$ cat src/rtl/lpc_coeff_bank_pkg.sv
// Shared sizes, FSM state type and order check for the LPC coefficient bank.
// The optional precision-shift path is enabled by defining LPC_COEFF_SHIFT_EN.
package lpc_coeff_bank_pkg;

   localparam int COEFF_W   = 12;
   localparam int MAX_ORDER = 12;
   localparam int ORDER_W   = 4;
   localparam int SHIFT_W   = 5;

   localparam logic [ORDER_W-1:0] MAX_TAP = ORDER_W'(MAX_ORDER);

   typedef enum logic [1:0] {
      IDLE,
      COLLECT,
      WAIT
   } state_t;

   function automatic logic order_legal(input logic [ORDER_W-1:0] order);
      return (order != '0) && (order <= MAX_TAP);
   endfunction

endpackage

$ cat src/rtl/lpc_coeff_regfile.sv
// One coefficient bank: whole-bank clear, indexed write, registered indexed read.
// The read sees a same-edge clear or write so a freshly published bank reads correctly.
module lpc_coeff_regfile
   import lpc_coeff_bank_pkg::*;
(
   input  logic               iClock,
   input  logic               iReset,
   input  logic               iEnable,
   input  logic               iClear,
   input  logic               iWrite,
   input  logic [ORDER_W-1:0] iAddr,
   input  logic [COEFF_W-1:0] iData,
   input  logic [ORDER_W-1:0] iRdAddr,
   output logic [COEFF_W-1:0] oRdData
);

   logic [COEFF_W-1:0] mem [MAX_ORDER];

   always_ff @(posedge iClock or negedge iReset) begin
      if (!iReset) begin
         // NOTE: the bank storage is reset because the filter must read zeros before any frame arrives.
         for (int i = 0; i < MAX_ORDER; i++) mem[i] <= '0;
         oRdData <= '0;
      end else if (iEnable) begin
         if (iClear) begin
            for (int i = 0; i < MAX_ORDER; i++) mem[i] <= '0;
         end else if (iWrite && (iAddr < MAX_TAP)) begin
            mem[iAddr] <= iData;
         end

         if (iClear || (iRdAddr >= MAX_TAP)) oRdData <= '0;
         else if (iWrite && (iAddr == iRdAddr)) oRdData <= iData;
         else oRdData <= mem[iRdAddr];
      end
   end

endmodule

$ cat src/rtl/lpc_coeff_bank.sv
// Double-buffered LPC coefficient bank: collects a tap stream, publishes it for filter reads.
// Define LPC_COEFF_SHIFT_EN to add the iShift/oShift precision-shift ports.
module lpc_coeff_bank
   import lpc_coeff_bank_pkg::*;
(
   input  logic               iClock,
   input  logic               iReset,
   input  logic               iEnable,
   input  logic               iStart,
   input  logic [ORDER_W-1:0] iOrder,
   input  logic [COEFF_W-1:0] iCoeff,
   input  logic               iValid,
   input  logic               iRelease,
   input  logic [ORDER_W-1:0] iTap,
   output logic [COEFF_W-1:0] oTapCoeff,
   output logic [ORDER_W-1:0] oOrder,
   output logic               oReady,
   output logic               oBusy,
`ifdef LPC_COEFF_SHIFT_EN
   output logic               oError,
   input  logic [SHIFT_W-1:0] iShift,
   output logic [SHIFT_W-1:0] oShift
`else
   output logic               oError
`endif
);

   state_t             state_q, state_d;
   logic [ORDER_W-1:0] count_q, count_d;
   logic [ORDER_W-1:0] order_q, order_d, order_pub_d;
   logic               sel_q, sel_d;
   logic               ready_d, error_d;
   logic               start_ok, take_start, swap, wr_en, clr;
   logic [COEFF_W-1:0] rd0, rd1;

   assign start_ok = iStart && order_legal(iOrder);

   always_comb begin
      // NOTE: every signal driven here gets a default first, so no path can infer a latch.
      state_d     = state_q;
      count_d     = count_q;
      order_d     = order_q;
      order_pub_d = oOrder;
      sel_d       = sel_q;
      ready_d     = oReady;
      error_d     = oError;
      take_start  = 1'b0;
      swap        = 1'b0;
      wr_en       = 1'b0;
      clr         = 1'b0;

      if (iStart && !start_ok) error_d = 1'b1;

      case (state_q)
         IDLE: begin
            if (iValid)   error_d = 1'b1;
            if (iRelease) ready_d = 1'b0;
            if (start_ok) take_start = 1'b1;
         end
         COLLECT: begin
            if (iRelease) ready_d = 1'b0;
            if (start_ok) begin
               take_start = 1'b1;
               error_d    = 1'b1;
            end else if (iValid) begin
               wr_en   = 1'b1;
               count_d = count_q + ORDER_W'(1);
               if (count_d == order_q) begin
                  if (!oReady || iRelease) swap = 1'b1;
                  else state_d = WAIT;
               end
            end
         end
         WAIT: begin
            if (iStart || iValid) error_d = 1'b1;
            if (iRelease)         swap    = 1'b1;
         end
         default: state_d = IDLE;
      endcase

      if (take_start) begin
         order_d = iOrder;
         count_d = '0;
         clr     = 1'b1;
         state_d = COLLECT;
      end

      // Publishing flips which bank the filter reads; the old read bank becomes the write bank.
      if (swap) begin
         sel_d       = ~sel_q;
         ready_d     = 1'b1;
         order_pub_d = order_q;
         state_d     = IDLE;
      end
   end

   always_ff @(posedge iClock or negedge iReset) begin
      if (!iReset) begin
         state_q <= IDLE;
         count_q <= '0;
         order_q <= '0;
         sel_q   <= 1'b0;
         oOrder  <= '0;
         oReady  <= 1'b0;
         oError  <= 1'b0;
      end else if (iEnable) begin
         // NOTE: state registers use non-blocking assignments so every flop samples pre-edge values.
         state_q <= state_d;
         count_q <= count_d;
         order_q <= order_d;
         sel_q   <= sel_d;
         oOrder  <= order_pub_d;
         oReady  <= ready_d;
         oError  <= error_d;
      end
   end

`ifdef LPC_COEFF_SHIFT_EN
   logic [SHIFT_W-1:0] shift_q;

   always_ff @(posedge iClock or negedge iReset) begin
      if (!iReset) begin
         shift_q <= '0;
         oShift  <= '0;
      end else if (iEnable) begin
         if (take_start) shift_q <= iShift;
         if (swap)       oShift  <= shift_q;
      end
   end
`endif

   // sel_q selects the read bank; the other bank collects.
   lpc_coeff_regfile u_bank0 (
      .iClock  (iClock),
      .iReset  (iReset),
      .iEnable (iEnable),
      .iClear  (clr && sel_q),
      .iWrite  (wr_en && sel_q),
      .iAddr   (count_q),
      .iData   (iCoeff),
      .iRdAddr (iTap),
      .oRdData (rd0)
   );

   lpc_coeff_regfile u_bank1 (
      .iClock  (iClock),
      .iReset  (iReset),
      .iEnable (iEnable),
      .iClear  (clr && !sel_q),
      .iWrite  (wr_en && !sel_q),
      .iAddr   (count_q),
      .iData   (iCoeff),
      .iRdAddr (iTap),
      .oRdData (rd1)
   );

   assign oTapCoeff = sel_q ? rd1 : rd0;
   assign oBusy     = (state_q != IDLE);

endmodule

$ cat config.mk
export PLATFORM = sky130hd
export DESIGN_NAME = lpc_coeff_bank
export DESIGN_NICKNAME = d
export VERILOG_FILES = /design/src/rtl/lpc_coeff_bank_pkg.sv /design/src/rtl/lpc_coeff_regfile.sv /design/src/rtl/lpc_coeff_bank.sv
export SDC_FILE = /design/constraint.sdc
export NUM_CORES = 1
export LEC_CHECK = 0
export BUFFER_PORTS_ARGS = -buffer_cell sky130_fd_sc_hd__buf_2
export CAP_MARGIN = 20
export CORE_MARGIN = 5
export CORE_UTILIZATION = 56
export CTS_CLUSTER_DIAMETER = 100
export DETAILED_ROUTE_END_ITERATION = 10
export PLACE_DENSITY_LB_ADDON = 0.1
export SLEW_MARGIN = 20
export SYNTH_ARGS = -nofsm -noshare
export SYNTH_HDL_FRONTEND = slang
export SYNTH_SLANG_ARGS = --single-unit
$ cat constraint.sdc
create_clock -name iClock -period 2.31 [get_ports iClock]
set_input_delay 0.231 -clock iClock [delete_from_list [all_inputs] [get_ports iClock]]
set_output_delay 0.231 -clock iClock [all_outputs]
set_load 0.1 [all_outputs]
# After elaboration in Yosys (flattened, before gate mapping)
# Index checks and enable logic that the tools add are counted.
[op_classes] muxes=50 n_lt_le_gt_ge=6 add_sub_neg=1 bitwise=3 eq_ne=10 n_reduce_logical=37
[ops] cell="$mux 144" count=4
[ops] cell="$bwmux 144" count=2
[ops] cell="$mux 12" count=10
[ops] cell="$bmux 12 s4" count=2
[ops] cell="$demux 12 s4" count=1
[ops] cell="$mux 1" count=18
[ops] cell="$mux 4" count=4
[ops] cell="$ne 4x4->1 const B" count=4
[ops] cell="$reduce_bool 2->1" count=7
[ops] cell="$logic_and 1x1->1" count=12
[ops] cell="$mux 2" count=6
[ops] cell="$ge 5x5->1 const B" count=2
[ops] cell="$not 4->5" count=2
[ops] cell="$eq 4x4->1" count=2
[ops] cell="$reduce_and 2->1" count=4
[ops] cell="$reduce_and 6->1" count=1
[ops] cell="$lt 5x1->1 const B" count=1
[ops] cell="$add 4x1->4 const B" count=1
[ops] cell="$ge 4x4->1 const B" count=1
[ops] cell="$le 4x4->1 const B" count=1
[ops] cell="$logic_or 1x1->1" count=4
[ops] cell="$lt 4x4->1 const B" count=1
[ops] cell="$pmux 2 s2" count=1
[ops] cell="$reduce_and 4->1" count=1
[ops] cell="other kinds (12)" count=15
[word_totals] reg_bits=329 elab_cells=140 out_inout_bits=19 inputBits=26

# Logic depth before layout (Yosys ltp)
# Gate-level depths: netlist (run 1).
[depth] ltp_word=9 mapped_depth=9 depth_no_buf=7

# By module
# From an unflattened synthesis (run 1), not the netlist that was laid out.
[unflattened] cells_unflattened=1225 area_unflattened_um2=15587.4
[modules_own_cells] mod="lpc_coeff_regfile (u_bank0)" seq_area_each_um2=3903.7 n_inst=1 cells_each=556 area_per_inst_um2=7203.2
[modules_own_cells] mod="lpc_coeff_regfile (u_bank1)" seq_area_each_um2=3903.7 n_inst=1 cells_each=556 area_per_inst_um2=7200.7
[modules_own_cells] mod="lpc_coeff_bank" seq_area_each_um2=425.4 n_inst=1 cells_each=113 area_per_inst_um2=1183.6

# Least setup slack after synthesis (run 1)
# OpenSTA, ideal clock, no wires.
[synth_timing] path_type="register -> register" startpoint="reg count_q[0]" endpoint="reg oOrder[0]" stages_incl_launch_ff=9 setup_time_ns=0.125 required_ns=2.185 path_slack_ns=0.054 t_arrival_ns=2.130 synth_period_minus_slack_ns=2.256 path_cell_list="dfrtp_1 > clkbuf_1 > inv_1 > ha_1 > xnor2_1 > nand4_1 > o22a_1 > o21ai_2 > mux2_2"
[synth_via] elab_chain_len=7
[synth_rtl] element="start: declaration" line="lpc_coeff_bank.sv:29" source="logic [ORDER_W-1:0] count_q, count_d;"
[synth_rtl] element="start signal: assignment" line="lpc_coeff_bank.sv:109" source="count_q <= count_d;"
[synth_rtl] element="$add 4x1->4" line="lpc_coeff_bank.sv:67" source="count_d = count_q + ORDER_W'(1);"
[synth_rtl] element="$eq 4x4->1" line="lpc_coeff_bank.sv:68" source="if (count_d == order_q) begin"
[synth_rtl] element="$mux 1" line="lpc_coeff_bank.sv:68"
[synth_rtl] element="$mux 1" line="lpc_coeff_bank.sv:65" source="end else if (iValid) begin"
[synth_rtl] element="$mux 1" line="lpc_coeff_bank.sv:62" source="if (start_ok) begin"
[synth_rtl] element="$pmux 1 s2" line="lpc_coeff_bank.sv:54" source="case (state_q)"
[synth_rtl] element="$reduce_and 2->1 (no source line)"
[synth_rtl] element="end signal: assignment" line="lpc_coeff_bank.sv:112" source="oOrder <= order_pub_d;"
[synth_rtl] element="end: declaration" line="lpc_coeff_bank.sv:16" source="output logic [ORDER_W-1:0] oOrder,"
# Every way passes these cells.
# A chain may end at the register's enable or synchronous reset.

# Final worst setup path (run 1)
[layout_timing] startpoint="reg state_q[1]" endpoint="reg u_bank0.mem[69] (netlist bit)"
[layout_via] elab_chain_len=7
[layout_rtl] element="start: declaration" line="lpc_coeff_bank.sv:28" source="state_t state_q, state_d;"
[layout_rtl] element="start signal: assignment" line="lpc_coeff_bank.sv:108" source="state_q <= state_d;"
[layout_rtl] element="$eq 2x1->1 / $logic_not 2->1 (equally long branches)" line="lpc_coeff_bank.sv:54"
[layout_rtl] element="$reduce_or 2->1 (no source line)"
[layout_rtl] element="$mux 1"
[layout_rtl] element="$mux 1" line="lpc_coeff_bank.sv:81" source="if (take_start) begin"
[layout_rtl] element="$logic_and 1x1->1" line="lpc_coeff_bank.sv:137" source=".iClear (clr && sel_q),"
[layout_rtl] element="$reduce_bool 2->1 (no source line)"
[layout_rtl] element="$reduce_and 2->1 (no source line)"
[layout_rtl] element="end signal: indexed assignment" line="lpc_coeff_regfile.sv:28" source="mem[iAddr] <= iData;"
[layout_rtl] element="end: declaration" line="lpc_coeff_regfile.sv:17" source="logic [COEFF_W-1:0] mem [MAX_ORDER];"
# Parallel ways exist; a longest one is shown, timed or not.

==> results of run 1 <==
## flip-flops by register name (all words and copies together) (netlist names)
register and cells:
u_bank0.mem 144, u_bank1.mem 144, u_bank0.oRdData 12, u_bank1.oRdData 12, count_q 4, oOrder 4
order_q 4, state_q 2, oError 1, oReady 1, sel_q 1
## through the flow
stage | total power, W | cell area [um^2] | hold WS [ns] | setup slack (ns) | std cells
after global placement | 0.00925 | 16200 | 0.308 | 0.0760 | 1479
after floorplan | 0.00820 | 15000 | -0.0646 | 0.0542 | 1129
after global routing | 0.0154 | 17300 | 0.0261 | 0.000275 | 1546
final | 0.0148 | 17300 | 0.0191 | 0.0816 | 1546
after CTS | 0.0148 | 17300 | 0.00708 | 0.0485 | 1544
after detailed placement | 0.00929 | 16200 | 0.300 | 0.0366 | 1479
## kinds of logic (layout without fill, tap and decap cells)
| logic type | after synthesis | count (layout) | share of synthesized area |
|---|---|---|---|
| AO/OA/AOI/OAI | 367 | 367 | 0.207 |
| adder cells (fa/ha/maj) | 8 | 8 | 0.00668 |
| buffers and inverters | 133 | 215 | 0.0397 |
| flip-flops | 329 | 329 | 0.549 |
| XOR/XNOR | 12 | 12 | 0.00701 |
| multiplexers | 118 | 118 | 0.141 |
| AND/OR/NAND/NOR | 162 | 162 | 0.0497 |
## per-layer routing
layer | track usage | vias up | share of wire
met3 | 0.0617 | 86 | 0.079
met4 | 0.0835 | 0 | 0.032
met2 | 0.426 | 476 | 0.46
met5 | 0 | - | 0
met1 | 0.415 | 5584 | 0.43
li1 | - | 4457 | -
## synthesized netlist by cell type, drive strengths merged
cell	instances
a22o	289
clkbuf	66
nand4	5
mux4	72
mux2i	26
nor2b	28
or4	1
a221o	24
a22oi	1
and2	2
a21o	2
xnor2	5
nand2b	2
dfrtp	329
nor4	2
o211ai	2
nor2	27
or3	1
inv	6
o21ai	37
o31ai	2
ha	8
nand4b	1
a21oi	4
a31oi	2
nor3b	1
nand2	76
o22a	1
mux2	20
nor3	1
o211a	3
and3	1
xor2	7
buf	61
nand3	14
## layout make-up
| type | count | area (um^2) |
|---|---|---|
| clock buffers | 56 | 1090 |
| clock inverters | 8 | 51.3 |
| fillers | 1899 | 8860 |
| inverters | 6 | 22.5 |
| multi-input cells | 667 | 6170 |
| flip-flops and latches | 329 | 8230 |
| well taps | 335 | 419 |
| repair buffers | 145 | 1360 |
## critical path: cells and delay by family (launching register included)
kind / cells / cell delay, ns
AO/OA/AOI/OAI: 2 / 0.62
adder cells (fa/ha/maj): 1 / 0.17
buffers and inverters: 4 / 0.62
flip-flops: 1 / 0.41
AND/OR/NAND/NOR: 2 / 0.31
## cells in the final DEF, fill, tap and decap left out, types with 2 or more instances in the layout
master       n
o211a_2      2
and2_1       2
buf_12      29
mux2i_1     26
xnor2_1      5
a21o_1       2
mux4_2      72
mux2_2      20
nand2b_1     2
nor2b_1     28
nand3_1     14
clkbuf_8     7
clkinv_2     7
buf_2       41
nor2_1      27
nand4_1      5
nor4_1       2
o31ai_1      2
ha_1         8
o211ai_1     2
xor2_1       7
inv_1        6
a21oi_1      3
a221o_1     24
clkbuf_1    11
o21ai_0     34
o21ai_1      2
dfrtp_1    328
nand2_1     76
clkbuf_16   38
a22o_1     289
buf_4       73
## where the power goes
group	leakage [nW]	switching [W]	internal [W]
clock	0.566	0.00229	0.00325
sequential	4.56	0.000273	0.00616
combinational	3.05	0.00174	0.00108
total	8.17	0.00430	0.0105
## repair_timing
item	4_1_cts	5_1_grt
setup endpoints to repair	0	87
endpoints found under the hold margin	72	0
hold buffers	1	0
resized for setup	0	7
setup buffers	0	2
## final timing paths
path / end / depth (start not counted) / startpoint
min reg2reg: oError / 1 / oError
max reg2reg: u_bank0.mem[69] / 9 / state_q[1]
max in group asynchronous: u_bank0.mem[27] / 3 / iReset
min in group asynchronous: u_bank1.mem[7] / 2 / iReset
min: order_q[1] / 2 / iOrder[1]
max: u_bank0.mem[69] / 9 / state_q[1]
==> metrics.cfg, run 1 <==
[final_layout]
n_antenna_cell=0
final_util=0.662
fin_nets=1219
area_delta_synth_final_pct=15.7
drive_gt1_frac=0.245

[sta]
finalClockSkew_ns=0.0167
period_needed_ns=2.23
drv_slew=0
worst_pin_slew_ns=0.754
finalSetupTns_ns=0
fin_crit_sh=0.965
hold_viol_final=0
fmax_ghz=0.449
finalSetupViolations=0
max_slew_margin=0.497
rsz0062_at_grt=no

[setup_path]
start_kind=flip-flop
cpPeakStageDelay_ns=0.41
cp-end-kind=flip-flop
cp_max_fo=12
arrival_ns=2.64
cpMaxStageDelayCell=dfrtp_1
crit_chain=inv_1 > ha_1 > buf_4 > nand2_1 > buf_4 > o21ai_0 > nand2_1 > buf_12 > a22o_1
worstPathRequired_ns=2.72
path_class=flip-flop to flip-flop
rrSetupSlack_ns=0.08

[clock_network]
numCtsBuffers=36
cts_tree=built
numClockSinks=329
cts.htree.levels=2
cts_root_buffer=clkbuf_16
cts_buffer_depth=3
clkLatencyLatePin_ns=0.52
cts.clk_slew.worst_paths_ns=0.06

[hold_path]
worstHoldPathType=primary input to flip-flop

[global_route]
grt_first_pass_wirelength_um=66200
grt_max_degree=86
grt_usage=0.282
antenna_found_initial=0
grt_overflow=0
grt_pass1_vias=10800

[floorplanning]
die_x_um=174
initial_core_util=0.572
io_pins=45
dieArea_um2=30100
core_um2=26200
die_h_um=174
fp-row-count=59

[routing]
drt_iter0_drc=984
dr.pass1.iters=7
ant_nets=0
drc=0
vias=10600
wl_per_cell_um=27.3
wl_um=42300
routed_via_density=6.86

[synth]
synth.distinct_cells=41
synth_top_area_cell=dfrtp_1
synth_top_area_frac=0.549
yosysWarnings=0
syn_nets=1163
synth_area_um2=15000
ys_ff_latch=329
syn_area_per_cell_um2=13.3
synth_cells=1129
ys_seq_area_frac=0.549
synth_area_leaders=dfrtp_1 (55%), a22o_1 (17%), mux4_2 (11%)

[place]
hpwlAfterDp_um=26800
port_buffers=44
finalWeightedCongestion=0.864

[pwr]
p_leak_nw=8.17
vdd_drop_max_v=0.000581
power_density_nw_per_um2=852

[run_status]
status=finished, final reports clean

[job]
maxCapViolCount=0

No activity file was read; power rests on OpenSTA's default activity.
==> run 2: changes to the inputs <==
==> constraint.sdc (replaced) <==
create_clock -name iClock -period 2 [get_ports iClock]
set_input_delay 0.2 -clock iClock [delete_from_list [all_inputs] [get_ports iClock]]
set_output_delay 0.2 -clock iClock [all_outputs]
set_load 0.1 [all_outputs]
==> metrics.cfg, run 2 (synthesis results as in run 1) <==
[pwr]
p_comb_frac=0.209  ; +0.018
power_w=0.0186  ; +26%
p_clk_frac=0.390  ; +0.016
p_int_w=0.0133  ; +27%
vdd_drop_max_v=0.000630  ; +8.4%
p_leak_nw=8.62  ; +5.4%
netSwitchingPower_w=0.00532  ; +24%
power_density_nw_per_um2=1010  ; +19%
swShare=0.286  ; -0.00509
pwr-share-seq=0.400  ; -0.035

[floorplanning]
dieArea_um2=30100  ; unchanged
fp-row-count=59  ; unchanged
io_pins=45  ; unchanged
die_x_um=174  ; unchanged
core_um2=26200  ; unchanged
initial_core_util=0.572  ; unchanged
die_h_um=174  ; unchanged

[run_status]
status=finished with violations
violations=setup timing

[setup_path]
path_class=flip-flop to flip-flop
crit_chain=inv_2 > ha_4 > o21ai_2 > or3_4 > buf_6 > o21ai_2 > nand2_2 > buf_6 > a22o_1
worstPathRequired_ns=2.40  ; -0.32 ns
worst-path-buf-inv=3  ; -1
start_kind=flip-flop
arrival_ns=2.49  ; -0.15 ns
cpPeakStageDelay_ns=0.43  ; +0.02 ns
rrSetupSlack_ns=-0.09  ; -0.17 ns
crit_start=state_q[0]
r2r_start=state_q[0]
cp-end-kind=flip-flop
cp_max_fo=6  ; -6
cp_top_family=simple AND/OR/NAND/NOR gates
reg2reg_to=u_bank0.mem[122]
cpMaxStageDelayCell=dfrtp_1
ff2ff_path_depth=9  ; unchanged

[place]
port_buffers=44  ; unchanged
finalWeightedCongestion=0.937  ; +8.5%
placed_area_um2=16500  ; +2.1%
hpwlAfterDp_um=26700  ; -0.31%
place_inst=1504  ; +1.7%

[global_route]
antenna_found_initial=0  ; unchanged
grt_overflow=0  ; unchanged
grt_usage=0.288  ; +0.00644
grt_first_pass_wirelength_um=67700  ; +2.2%
grt_pass1_vias=11100  ; +2.8%
grt_max_degree=67  ; -22%

[final_layout]
area_delta_synth_final_pct=22.7
final_cell_mix=dfrtp_1 (327), a22o_1 (289), buf_4 (83)
fin_area_um2=18400  ; +6.0%
n_antenna_cell=0  ; unchanged
instances_no_fill=1591  ; +2.9%
drive_gt1_frac=0.303  ; +0.0581
fin_nets=1261  ; +3.4%
top_regs=u_bank0.mem (144), u_bank1.mem (144)
layout_commonest_cell=dfrtp_1

[hold_path]
hold_end=oReady
worstHoldPathType=primary input to flip-flop
hold_depth=3  ; +1
min_from=iRelease

[routing]
drt_iter0_drc=995  ; +1.1%
vias=10800  ; +1.5%
dr.pass1.iters=5  ; -2
wl_per_cell_um=27.6  ; +0.84%
drc=0  ; unchanged
wl_um=43900  ; +3.8%
routed_via_density=6.77  ; -1.4%
ant_nets=0  ; unchanged

[sta]
fin_crit_sh=1.05  ; +0.0804
fmax_ghz=0.478  ; +6.6%
rsz0062_at_grt=yes
finalSetupViolations=224  ; +224
period_needed_ns=2.09  ; -0.138 ns
worst_pin_slew_ns=0.880  ; +0.126 ns
finalWorstSetupSlack_ns=-0.0902  ; -0.172 ns
hold_viol_final=0  ; unchanged
max_slew_margin=0.413  ; -0.0840
finalClockSkew_ns=0.0225  ; +0.00577 ns
drv_slew=0  ; unchanged
holdWs_ns=0.0398  ; +0.0207 ns

[clock_network]
clkLatencyLatePin_ns=0.53  ; about the same
numClockSinks=329  ; unchanged
cts_root_buffer=clkbuf_16
numCtsBuffers=37  ; +2.8%
cts_buffer_depth=3  ; unchanged
cts.htree.levels=2  ; unchanged
cts.clk_slew.worst_paths_ns=0.06  ; about the same
cts_tree=built

[job]
maxCapViolCount=0  ; unchanged

==> run 2: cell types whose count changed in the layout (fill, tap and decap cells not counted), sizes merged <==
| cell | previous run | this run |
|---|---|---|
| buf | 144 | 182 |
| bufinv | 0 | 5 |
| clkbuf | 56 | 57 |
| clkinv | 8 | 6 |
| clkinvlp | 0 | 1 |
| dlygate4sd3 | 1 | 2 |
| inv | 6 | 7 |
==> run 2: metrics by stage <==
step                 util  worst slack, ns  setup TNS, ns
floorplan               -         0.000877              0
detailed placement  0.630           -0.212         -27.07
global route        0.702           -0.131         -25.08
finish              0.702          -0.0902          -7.49
CTS                 0.692          -0.0265         -0.528
global placement    0.630           -0.149         -17.48
==> run 2: per-layer routing <==
layer / part of all wire / track usage / vias to the layer above
met5: 0 / 0 / -
met4: 0.025 / 0.0716 / 0
met3: 0.079 / 0.0447 / 76
met2: 0.48 / 0.461 / 467
met1: 0.42 / 0.421 / 5678
li1: - / - / 4543
==> run 2: cell type report <==
type | instances | area [um^2]
well taps | 335 | 419
flip-flops and latches | 329 | 8240
inverters | 6 | 22.5
repair buffers | 186 | 1990
fillers | 1763 | 7820
clock inverters | 13 | 204
clock buffers | 55 | 1120
multi-input cells | 667 | 6400
==> run 2: worst max path at each step <==
stage,endpoint,slack (ns),depth (start not counted)
finish,u_bank0.mem[122],-0.09,9
CTS,oOrder[2],-0.03,7
detailed placement,u_bank1.mem[25],-0.21,7
global route,u_bank0.mem[123],-0.13,9
global placement,u_bank1.mem[78],-0.15,7
floorplan,u_bank0.mem[10],0.0009,9
==> run 2: worst reg2reg max path, stage by stage (launching register included) <==
cell     delay, ns
dfrtp_1       0.43
inv_2         0.10
ha_4          0.14
o21ai_2       0.06
or3_4         0.43
buf_6         0.16
o21ai_2       0.08
nand2_2       0.13
buf_6         0.22
a22o_1        0.23
==> run 2: timing repair <==
| item | in CTS | in global routing |
|---|---|---|
| hold buffers | 2 | 0 |
| pin swaps | 3 | 51 |
| setup endpoints to repair | 275 | 318 |
| cloned | 8 | 4 |
| endpoints found under the hold margin | 56 | 0 |
| resized for setup | 67 | 43 |
| buffers inserted | 3 | 2 |
==> run 2: power by group through the flow <==
stage               sequential (W)  clock, W  combinational, W
global route               0.00749   0.00762           0.00412
finish                     0.00745   0.00727           0.00390
detailed placement         0.00753         0           0.00336
global placement           0.00753         0           0.00331
CTS                        0.00744   0.00733           0.00368
floorplan                  0.00767         0           0.00192
